$ cat src/rtl/seq_mlp_engine.sv
// Sequential MLP engine: one shared signed MAC evaluates an N_IN-input, N_HID-neuron hidden
// layer and a single output neuron, using a write-loaded weight file and valid/ready handshakes.
module seq_mlp_engine #(
    parameter int N_IN     = 4,
    parameter int N_HID    = 3,
    parameter int DW       = 8,
    parameter int FRAC     = 4,
    parameter int ACC_W    = 20,
    parameter int ACT_MODE = 0
) (
    input  logic                                  clk,
    input  logic                                  rst,
    input  logic                                  in_valid,
    output logic                                  in_ready,
    input  logic [N_IN*DW-1:0]                    in_data,
    input  logic                                  w_wr_en,
    input  logic [$clog2(N_HID*(N_IN+2)+1)-1:0]   w_wr_addr,
    input  logic [DW-1:0]                         w_wr_data,
    output logic                                  out_valid,
    input  logic                                  out_ready,
    output logic [DW-1:0]                         out_data,
    output logic                                  busy
);

    localparam int NW     = N_HID*(N_IN+2)+1;
    localparam int AW     = $clog2(NW);
    localparam int IW     = (N_IN  > 1) ? $clog2(N_IN)  : 1;
    localparam int JW     = (N_HID > 1) ? $clog2(N_HID) : 1;
    localparam int B_BASE = N_IN*N_HID;
    localparam int V_BASE = N_HID*(N_IN+1);
    localparam int C_ADDR = N_HID*(N_IN+2);
    localparam logic signed [ACC_W-1:0] SAT_MAX = ACC_W'((1 << (DW-1)) - 1);
    localparam logic signed [ACC_W-1:0] SAT_MIN = ~SAT_MAX;
    localparam logic signed [DW-1:0]    ONE_Q   = DW'(1 << FRAC);

    typedef enum logic [2:0] {
        S_IDLE = 3'd0,
        S_HMAC = 3'd1,
        S_HACT = 3'd2,
        S_OMAC = 3'd3,
        S_OACT = 3'd4,
        S_DONE = 3'd5
    } state_t;

    state_t                   r_state;
    state_t                   w_state_nx;
    logic signed [DW-1:0]     r_wf [NW];
    logic signed [DW-1:0]     r_x  [N_IN];
    logic signed [DW-1:0]     r_h  [N_HID];
    logic [IW-1:0]            r_i;
    logic [JW-1:0]            r_j;
    logic signed [ACC_W-1:0]  r_acc;
    logic                     r_in_ready;
    logic                     r_out_valid;
    logic                     r_busy;
    logic [DW-1:0]            r_out_data;

    logic                     w_last_i;
    logic                     w_last_j;
    logic                     w_accept;
    logic                     w_wr_ok;
    logic [AW-1:0]            w_rd_addr;
    logic signed [DW-1:0]     w_rd_word;
    logic signed [DW-1:0]     w_mul_a;
    logic signed [2*DW-1:0]   w_prod;
    logic signed [ACC_W-1:0]  w_prod_ext;
    logic signed [ACC_W-1:0]  w_bias_ext;

    // Rescale, clamp to the DW range, then apply the selected activation.
    function automatic logic signed [DW-1:0] f_act(input logic signed [ACC_W-1:0] a);
        logic signed [ACC_W-1:0] sh;
        logic signed [DW-1:0]    s;
        sh = a >>> FRAC;
        if (sh > SAT_MAX) begin
            s = SAT_MAX[DW-1:0];
        end else if (sh < SAT_MIN) begin
            s = SAT_MIN[DW-1:0];
        end else begin
            s = sh[DW-1:0];
        end
        if (ACT_MODE == 0) begin
            f_act = s[DW-1] ? {DW{1'b0}} : s;
        end else begin
            f_act = (!s[DW-1] && (s != {DW{1'b0}})) ? ONE_Q : {DW{1'b0}};
        end
    endfunction

    assign w_last_i   = (r_i == IW'(N_IN-1));
    assign w_last_j   = (r_j == JW'(N_HID-1));
    assign w_accept   = (r_state == S_IDLE) && in_valid;
    assign w_wr_ok    = w_wr_en && (r_state == S_IDLE) && (32'(w_wr_addr) < NW);
    assign w_rd_word  = r_wf[w_rd_addr];
    assign w_prod     = w_mul_a * w_rd_word;
    assign w_prod_ext = {{(ACC_W-2*DW){w_prod[2*DW-1]}}, w_prod};
    assign w_bias_ext = {{(ACC_W-DW-FRAC){w_rd_word[DW-1]}}, w_rd_word, {FRAC{1'b0}}};

    assign in_ready  = r_in_ready;
    assign out_valid = r_out_valid;
    assign out_data  = r_out_data;
    assign busy      = r_busy;

    // State register.
    always_ff @(posedge clk or posedge rst) begin
        if (rst) begin
            r_state <= S_IDLE;
        end else begin
            r_state <= w_state_nx;
        end
    end

    // Next-state logic.
    always_comb begin
        w_state_nx = r_state;
        case (r_state)
            S_IDLE:  w_state_nx = in_valid  ? S_HMAC : S_IDLE;
            S_HMAC:  w_state_nx = w_last_i  ? S_HACT : S_HMAC;
            S_HACT:  w_state_nx = w_last_j  ? S_OMAC : S_HMAC;
            S_OMAC:  w_state_nx = w_last_j  ? S_OACT : S_OMAC;
            S_OACT:  w_state_nx = S_DONE;
            S_DONE:  w_state_nx = out_ready ? S_IDLE : S_DONE;
            default: w_state_nx = S_IDLE;
        endcase
    end

    // Weight-file read address and MAC operand select; in HACT this prefetches the next bias.
    always_comb begin
        w_rd_addr = AW'(B_BASE);
        w_mul_a   = r_x[r_i];
        case (r_state)
            S_HMAC: begin
                w_rd_addr = AW'(32'(r_j)*N_IN + 32'(r_i));
            end
            S_HACT: begin
                if (w_last_j) begin
                    w_rd_addr = AW'(C_ADDR);
                end else begin
                    w_rd_addr = AW'(B_BASE + 32'(r_j) + 1);
                end
            end
            S_OMAC: begin
                w_rd_addr = AW'(V_BASE + 32'(r_j));
                w_mul_a   = r_h[r_j];
            end
            default: begin
                w_rd_addr = AW'(B_BASE);
            end
        endcase
    end

    // Weight/bias register file, writable only while idle.
    always_ff @(posedge clk or posedge rst) begin
        if (rst) begin
            for (int k = 0; k < NW; k++) r_wf[k] <= {DW{1'b0}};
        end else if (w_wr_ok) begin
            r_wf[w_wr_addr] <= w_wr_data;
        end
    end

    // Datapath, sequencing counters and registered handshake outputs.
    always_ff @(posedge clk or posedge rst) begin
        if (rst) begin
            for (int k = 0; k < N_IN; k++)  r_x[k] <= {DW{1'b0}};
            for (int k = 0; k < N_HID; k++) r_h[k] <= {DW{1'b0}};
            r_i         <= {IW{1'b0}};
            r_j         <= {JW{1'b0}};
            r_acc       <= {ACC_W{1'b0}};
            r_in_ready  <= 1'b1;
            r_out_valid <= 1'b0;
            r_busy      <= 1'b0;
            r_out_data  <= {DW{1'b0}};
        end else begin
            r_in_ready <= (w_state_nx == S_IDLE);
            r_busy     <= (w_state_nx != S_IDLE);
            case (r_state)
                S_IDLE: begin
                    if (w_accept) begin
                        for (int k = 0; k < N_IN; k++) r_x[k] <= in_data[k*DW +: DW];
                        r_i   <= {IW{1'b0}};
                        r_j   <= {JW{1'b0}};
                        r_acc <= w_bias_ext;
                    end
                end
                S_HMAC: begin
                    r_acc <= r_acc + w_prod_ext;
                    r_i   <= w_last_i ? {IW{1'b0}} : r_i + 1'b1;
                end
                S_HACT: begin
                    r_h[r_j] <= f_act(r_acc);
                    r_acc    <= w_bias_ext;
                    r_i      <= {IW{1'b0}};
                    r_j      <= w_last_j ? {JW{1'b0}} : r_j + 1'b1;
                end
                S_OMAC: begin
                    r_acc <= r_acc + w_prod_ext;
                    r_j   <= w_last_j ? {JW{1'b0}} : r_j + 1'b1;
                end
                S_OACT: begin
                    r_out_data  <= f_act(r_acc);
                    r_out_valid <= 1'b1;
                end
                S_DONE: begin
                    if (out_ready) begin
                        r_out_valid <= 1'b0;
                    end
                end
                default: begin
                    r_out_valid <= 1'b0;
                end
            endcase
        end
    end

endmodule

$ cat config.mk
export PLATFORM = sky130hd
export DESIGN_NAME = seq_mlp_engine
export DESIGN_NICKNAME = d
export VERILOG_FILES = /design/src/rtl/seq_mlp_engine.sv
export SDC_FILE = /design/constraint.sdc
export NUM_CORES = 1
export LEC_CHECK = 0
export CORE_MARGIN = 3
export CORE_UTILIZATION = 67
export DETAILED_ROUTE_END_ITERATION = 7
export PLACE_DENSITY_LB_ADDON = 0.25
export SKIP_LAST_GASP = 1
export SLEW_MARGIN = 0
export SYNTH_ARGS = -nofsm -noshare
export SYNTH_HDL_FRONTEND = slang
export SYNTH_SLANG_ARGS = --single-unit
$ cat constraint.sdc
create_clock -name clk -period 17.4 [get_ports clk]
set_input_delay 4.35 -clock clk [delete_from_list [all_inputs] [get_ports clk]]
set_output_delay 4.35 -clock clk [all_outputs]
set_load 0.005 [all_outputs]
### Yosys cells after proc, flatten, opt, wreduce, memory -nomap -nowiden

Index checks and enable logic that the tools add are counted.
Widths: inputs -> output; s select.

* flip-flop bits (word level): 246
* bits in latches: 0
* RAM bits: 0
* memory bits (read-only): 0
* input bits: 50
* output and inout bits: 11
* logic and storage cells: 124
* memories: 0

* add/sub/neg operators: 7
* $mul: 1
* div/mod/pow operators: 0
* magnitude comparators: 9
* equality and inequality tests: 9
* shift-type cells: 0
* multiplexer cells: 40
* bitwise gates (word level): 5
* reductions and logical operators: 19

Operators by type and width (count)
* $bwmux 152: 1
* $mux 8: 14
* $pmux 20 s3: 1
* $bmux 8 s5: 1
* $demux 8 s5: 1
* $bmux 8 s2: 2
* $bwmux 24: 1
* $add 20x16->20: 1
* $mux 20: 1
* $pmux 3 s6: 1
* $demux 8 s2: 1
* $gt 16x8->1 const B: 1
* $lt 16x8->1 const B: 1
* $mul 8x8->16: 1
* $pmux 5 s3: 1
* $mux 7: 2
* $ge 6x6->1 const B: 2
* $not 5->6: 2
* $add 4x2->5 const A: 2
* $mux 2: 5
* $reduce_and 2->1: 5
* $reduce_bool 3->1: 3
* $eq 3x2->1 const B: 2
* $eq 3x3->1 const B: 2
* other kinds (23): 36

### Logic depth before layout (Yosys ltp)

Gate-level depths: netlist of run 1.

* word-level depth: 11
* depth in mapped cells: 29
* mapped depth without buffers: 26

### Worst setup path after synthesis of run 1

OpenSTA, ideal clock, no wires.

* path kind: reg-to-reg
* start point: reg r_j[0]
* end point: reg r_acc[17]
* setup time: 0.142 ns
* arrival: 7.949 ns
* data required time: 17.258 ns
* path slack: 9.309 ns
* cell stages (with the launch flop): 25
* path buffers: 2
* period minus slack after synthesis: 8.091 ns
* path through: dfrtp_1 > clkbuf_1 > clkbuf_1 > inv_1 > ha_1 > and2_1 > o31a_1 > nand3_1 > a211oi_1 > a311o_1 > or4_1 > a21oi_1 > fa_1 > fa_1 > fa_1 > fa_1 > ha_1 > ha_1 > nand3_1 > o211ai_1 > o41ai_1 > o21ai_0 > or3_1 > nand3_1 > a31oi_1

* longest elaborated chain between the ends: 11
* elaborated cells between the ends (all ways): 20
* classes of those cells: add/sub (5); mul (1); eq/ne (1); mux (11); bitwise (2)

Ends and longest elaborated chain
* start: declaration: line 51 `logic [JW-1:0] r_j;`
* start signal: assignment: line 165 `r_j <= {JW{1'b0}};`
* start signal: assignment: line 179 `r_j <= {JW{1'b0}};`
* start signal: assignment: line 191 `r_j <= w_last_j ? {JW{1'b0}} : r_j + 1'b1;`
* $add 4x2->5: line 137 `w_rd_addr = AW'(B_BASE + 32'(r_j) + 1);`
* $add 5x1->5: line 137
* $mux 5: line 134 `if (w_last_j) begin`
* $pmux 5 s3: line 129 `case (r_state)`
* $not 5->6 (not written as such): line 92 `assign w_rd_word = r_wf[w_rd_addr];`
* $bmux 8 s5: line 92
* $mux 8 (not written as such) (2 in a row): line 92
* $mul 8x8->16: line 93 `assign w_prod = w_mul_a * w_rd_word;`
* $add 20x16->20: line 184, 194
* $pmux 20 s3 *: line 174 `case (r_state)`
* end signal: assignment: line 184 `r_acc <= r_acc + w_prod_ext;`
* end signal: assignment: line 189 `r_acc <= w_bias_ext;`
* end signal: assignment: line 194 `r_acc <= r_acc + w_prod_ext;`
* end: declaration: line 52 `logic signed [ACC_W-1:0] r_acc;`

Mark *: on every way between the ends. The rest lies on a longest branch, timed or not. The select of a mux whose other input is x is not followed.
A chain may end at the register's enable or synchronous reset.

### Final worst setup path of run 1

* start point: reg r_j[1]
* end point: reg r_acc[17]

Same word-level chain as after synthesis.

==> results of run 1 <==
## kinds of logic after synthesis
logic type      after synthesis
other cells                   1
xor+xnor                     17
fa+ha+maj                   139
compound gates              212
buf+inv                     182
flops                       242
mux                         246
simple gates                322
## flip-flops by register name, indices dropped and copies added, names as in the netlist, 2 cells and up
signal,cells
out_data,7
r_j,2
r_x,32
r_wf,152
r_h,21
r_acc,20
r_state,3
r_i,2
## layout make-up
type                       count  area [um2]
multi-input combinational    937        8380
sequential                   242        6060
fill                        1453        5270
clock buffer                  32         703
timing repair buffer          70         673
inverter                     114         438
tap                          280         350
clock inverter                12         156
## metrics by stage
stage,hold slack [ps],setup slack [ps],cells,utilization (%),cell area [um2]
after floorplan,449,6410,1361,-,15200
after global placement,461,8660,1643,72.2,15900
after CTS,485,8450,1687,76.1,16800
after global routing,509,7810,1687,76.1,16800
final,485,8430,1687,76.1,16800
after detailed placement,470,8470,1643,72.2,15900
## layout by cell type, fill, tap and decap left out, types with 4 or more instances in the layout
cell / instances
and3_1: 15
xnor2_1: 11
dfrtp_1: 241
nor3_1: 13
mux2_2: 188
o22ai_1: 6
or3_1: 4
nor3_2: 4
a21oi_1: 60
mux4_2: 8
o21ai_0: 43
inv_6: 4
a211oi_1: 11
o21ai_1: 6
nor2b_1: 17
nor2_1: 79
a31oi_1: 24
nand2b_1: 14
mux2i_1: 47
clkbuf_16: 26
nand3_1: 38
clkdlybuf4s50_1: 59
xor2_1: 6
buf_4: 11
o2bb2ai_1: 4
ha_1: 51
nor4_1: 7
and2_1: 8
nand3b_1: 4
nand2_1: 95
fa_1: 88
o31ai_1: 5
nor2_2: 9
inv_1: 109
## critical path, delay by kind of cell (launching register included)
family	cells	cell delay [ps]
flip-flops	1	780
AND/OR/NAND/NOR	6	1560
AO/OA/AOI/OAI	8	2650
adder cells (fa/ha/maj)	7	3130
buffers and inverters	2	700
## path summary, 6_finish.rpt
kind,start,to,slack [ps],depth (start not counted)
max in group asynchronous,rst,r_acc[1],11640,3
worst min-delay path,r_h[17],r_h[17],480,2
worst max register to register,r_j[1],r_acc[17],8430,23
min in group asynchronous,rst,r_wf[6],4270,2
worst max-delay path,r_j[1],r_acc[17],8430,23
worst min register to register,r_h[17],r_h[17],480,2
## routing by layer
metal	vias up	track usage (%)	routed length (um)
met2	450	47.5	17100
met4	0	9.88	1280
met5	-	0	0
met3	91	4.56	2580
li1	4773	-	-
met1	5371	44.0	15300
==> run_results.csv, run 1 <==
group,metric,value,unit
finish,num_antenna_cells,0,
logic_synthesis,ys_ff_latch,242,
floorplan,coreArea,22000,um2
finish,final_nets,1580,
routing,post_drt_wl_per_cell,21.5,um
logic_synthesis,async_flop_share,100,%
run,cap_violations,0,
clocking,path_clk_slew,70,ps
clocking,clock-sinks,242,
worst_setup_path,crit_chain,"clkinv_1 -> ha_1 -> and2_1 -> o31a_1 -> buf_4 -> nand3_1 -> a211oi_1 -> a311o_1 -> or4_1 -> a21oi_2 -> fa_1 -> fa_1 -> fa_1 -> fa_1 -> ha_1 -> ha_1 -> nand3_1 -> o211ai_1 -> o41ai_1 -> o21ai_0 -> or3_1 -> nand3_1 -> a31oi_1",
routing,wirelength,36200,um
clocking,cts_repair_resize_count,0,
outcome,status,"finished, final reports clean",
logic_synthesis,syn_nets,1550,
sta,fin_tns_setup,0,ps
sta,finalHoldViolCount,0,
sta,clock_skew,18.7,ps
finish,area_growth,10.4,%
placement,dp.final_hpwl,25600,um
routing,drtAntennaViolNets,0,
worst_setup_path,crit_arrival,9390,ps
logic_synthesis,synth_mux_area_share,18.5,%
worst_setup_path,worst_path_max_delay_cell,"a21oi_2",
sta,grt_setup_unrepaired,"false",
logic_synthesis,avgSynthCellArea,11.1,um2
sta,fmax,111,MHz
clocking,htreeDepth,1,
floorplan,die_h,156,um
routing,drc,0,
floorplan,start_util,68.9,%
floorplan,dieArea,24500,um2
worst_setup_path,critPathMaxStageDelay,860,ps
worst_setup_path,cpMostUsedCell,"fa_1",
logic_synthesis,synth_area,15200,um2
sta,setup_viol,0,
placement,io_buffers,59,
routing,via_per_inst,6.33,
clocking,root_buffer,"clkbuf_16",
logic_synthesis,synth_ff_type,"dfrtp_1",
logic_synthesis,synth_edf_count,0,
worst_setup_path,path_class,"reg2reg",
clocking,cts_buffer_depth,3,
grt,grt_pass1_vias,10800,
grt,grt.total_usage,30.2,%
clocking,clk-insertion-delay-late,560,ps
grt,grt_start_max_net_pins,87,
logic_synthesis,synthAdderAreaFrac,15.8,%
grt,antenna_found_initial,0,
grt,grt_pass1_wl,58400,um
logic_synthesis,synth_compound_area_share,9.37,%
logic_synthesis,synth.most_common_cell,"dfrtp_1",
logic_synthesis,yosysWarnings,0,
logic_synthesis,netlist_instances,1361,
logic_synthesis,ys_seq_area_share,39.9,%
clocking,cts_hold_buf,0,
grt,overflow,0,
clocking,numCtsBuffers,26,
logic_synthesis,synth.area.top_cells,"dfrtp_1 40%, mux2_2 14%, fa_1 12%",
floorplan,ios,61,
finish,layout-drive-gt1-share,20.5,%
logic_synthesis,synthXorXnorAreaFrac,0.981,%
worst_setup_path,crit_required,17820,ps
sta,tightest_slew,1170,ps
routing,drt_pre_antenna_iters,6,
worst_setup_path,worstPathMaxFanout,22,
worst_hold_path,hold_class,"reg2reg",
clocking,postCtsSetupRepairBufs,0,
routing,drtIter0Drc,1089,
sta,fin_crit_sh,51.6,%
logic_synthesis,yosys.area.top_type,"dfrtp_1",
sta,slew_violations,0,
logic_synthesis,synth_top_family_by_area,"multiplexers",
logic_synthesis,synth_commonest_cells,"241 x dfrtp_1, 188 x mux2_2, 110 x inv_1, 95 x nand2_1, 88 x fa_1",
routing,vias,10700,
logic_synthesis,ys_types,86,
floorplan,die_w,156,um
placement,gp_congestion,0.934,
worst_setup_path,crit_path_start_kind,"register",
sta,period_needed,8970,ps
worst_setup_path,worst_setup_path_end_kind,"register",
logic_synthesis,synth_simple_gate_area_share,10.5,%
floorplan,row_count,54,
clocking,cts_tree,"done",
sta,slew_headroom,21.3,%
logic_synthesis,yosys.area.top_type_share,39.7,%
Power of run 1 is not shown: default switching activity piles up to over one toggle a cycle in this logic, so the estimate is an artifact.
==> inputs of run 2 (changes only) <==
- CORE_UTILIZATION: 67 -> 56
- clock period: 17.4 -> 8.21 ns (I/O delays scaled with it)
==> run_results.csv, run 2 (synthesis gave the netlist of run 1 again) <==
group,metric,value,unit
worst_setup_path,crit_path_start,"r_j[1]",
grt,grt_pass1_vias,11000,
sta,finalHoldViolCount,0,
worst_hold_path,hold_class,"reg2reg",
routing,drtAntennaViolNets,0,
sta,timing.hold.ws,480,ps
floorplan,coreArea,26400,um2
routing,top_layer,"met4",
grt,grt_pass1_wl,59700,um
clocking,clk-insertion-delay-late,540,ps
sta,tightest_slew,987,ps
grt,overflow,0,
clocking,path_clk_slew,60,ps
floorplan,die_w,171,um
clocking,cts_repair_resize_count,0,
finish,regMostFlops,"r_wf",
worst_setup_path,crit_path_start_kind,"register",
sta,fin_ws,519,ps
clocking,cts_hold_buf,0,
clocking,cts_buffer_depth,3,
run,cap_violations,0,
clocking,clock-sinks,242,
worst_setup_path,worstPathMaxFanout,10,
sta,slew_headroom,33.9,%
routing,wirelength,37100,um
sta,clock_skew,21.9,ps
sta,fin_tns_setup,0,ps
finish,final_cell_mix,"241 x dfrtp_1, 188 x mux2_2, 109 x inv_1",
finish,num_antenna_cells,0,
floorplan,start_util,57.6,%
routing,wl_met1,16000,um
grt,antenna_found_initial,0,
worst_hold_path,min_from,"r_h[20]",
routing,post_drt_wl_per_cell,20.9,um
placement,io_buffers,59,
finish,fillers,2021,
floorplan,die_h,171,um
clocking,root_buffer,"clkbuf_16",
clocking,numCtsBuffers,26,
sta,setup_viol,0,
floorplan,row_count,59,
worst_setup_path,crit_required,8600,ps
finish,area_growth,11.8,%
routing,wl_met2,18200,um
routing,drt_pre_antenna_iters,6,
sta,fin_crit_sh,93.7,%
finish,layout_commonest_cell,"dfrtp_1",
worst_setup_path,path_class,"reg2reg",
placement,gp_congestion,0.871,
worst_setup_path,worst_path_max_delay_cell,"o31ai_4",
clocking,postCtsSetupRepairBufs,0,
sta,period_needed,7690,ps
sta,fmax,130,MHz
worst_setup_path,critPathMaxStageDelay,610,ps
placement,pre_cts_slack,535,ps
routing,wl_met3,2010,um
clocking,cts_tree,"done",
routing,via_per_inst,5.97,
routing,vias,10600,
routing,drtIter0Drc,794,
worst_setup_path,cp_num_buf_inv,5,
finish,final_nets,1604,
finish,largest_register_ffs,152,
grt,grt.total_usage,26.0,%
sta,slew_violations,0,
worst_setup_path,crit_arrival,8080,ps
placement,dp.final_hpwl,27200,um
finish,layout-drive-gt1-share,21.7,%
floorplan,ios,61,
worst_setup_path,r2r_start,"r_j[1]",
outcome,status,"finished, final reports clean",
clocking,htreeDepth,1,
grt,grt_start_max_net_pins,67,
sta,grt_setup_unrepaired,"false",
worst_setup_path,worst_setup_path_end_kind,"register",
worst_setup_path,cp_top_family,"adder cells",
finish,top_regs,"r_wf (152), r_x (32), r_h (21)",
floorplan,dieArea,29100,um2
routing,drc,0,
[run 2: layout make-up]
| cell class | count | area (um2) | area share, % |
|---|---|---|---|
| clock buffers | 40 | 753 | 4.44 |
| flip-flops and latches | 242 | 6060 | 35.7 |
| well taps | 335 | 419 | 2.47 |
| inverters | 114 | 434 | 2.56 |
| multi-input cells | 937 | 8380 | 49.4 |
| repair buffers | 94 | 866 | 5.10 |
| clock inverters | 8 | 58.8 | 0.347 |
[run 2: final timing paths]
kind                             endpoint  slack (ps)  cells past startpoint
worst max-delay path            r_acc[17]         520                     25
worst min register to register    r_h[20]         480                      2
max in group asynchronous          r_j[0]        4650                      4
worst max register to register  r_acc[17]         520                     25
worst min-delay path              r_h[20]         480                      2
min in group asynchronous       r_acc[13]        1900                      2
[run 2: through the flow]
stage / util, % / instances / cell area (um2)
final: 64.4 / 1770 / 17000
after global routing: 64.4 / 1770 / 17000
after CTS: 64.3 / 1769 / 17000
after detailed placement: 61.3 / 1721 / 16100
after global placement: 61.3 / 1721 / 16100
after floorplan: - / 1361 / 15200
[run 2: worst register-to-register path: stages (launching register included)]
cell and delay, ps:
dfrtp_1 360, clkinv_1 100, ha_1 300, and2_1 200
o31ai_4 620, nand3_1 470, o221ai_1 560, o31ai_2 250
nor2_1 410, fa_1 410, inv_1 260, fa_1 600
inv_1 50, fa_1 490, inv_1 60, fa_1 520
inv_1 40, ha_1 280, ha_1 370, and4_1 260
and3_1 190, a21oi_1 150, o21ai_0 120, or3_1 330
nand3_1 80, a31oi_1 80
[run 2: layer usage]
layer,vias to the layer above,GRT usage (%)
met3,56,3.84
met2,300,44.0
li1,4821,-
met5,-,0
met1,5386,35.5
met4,0,6.77
Power of run 2 is left out for the same reason.
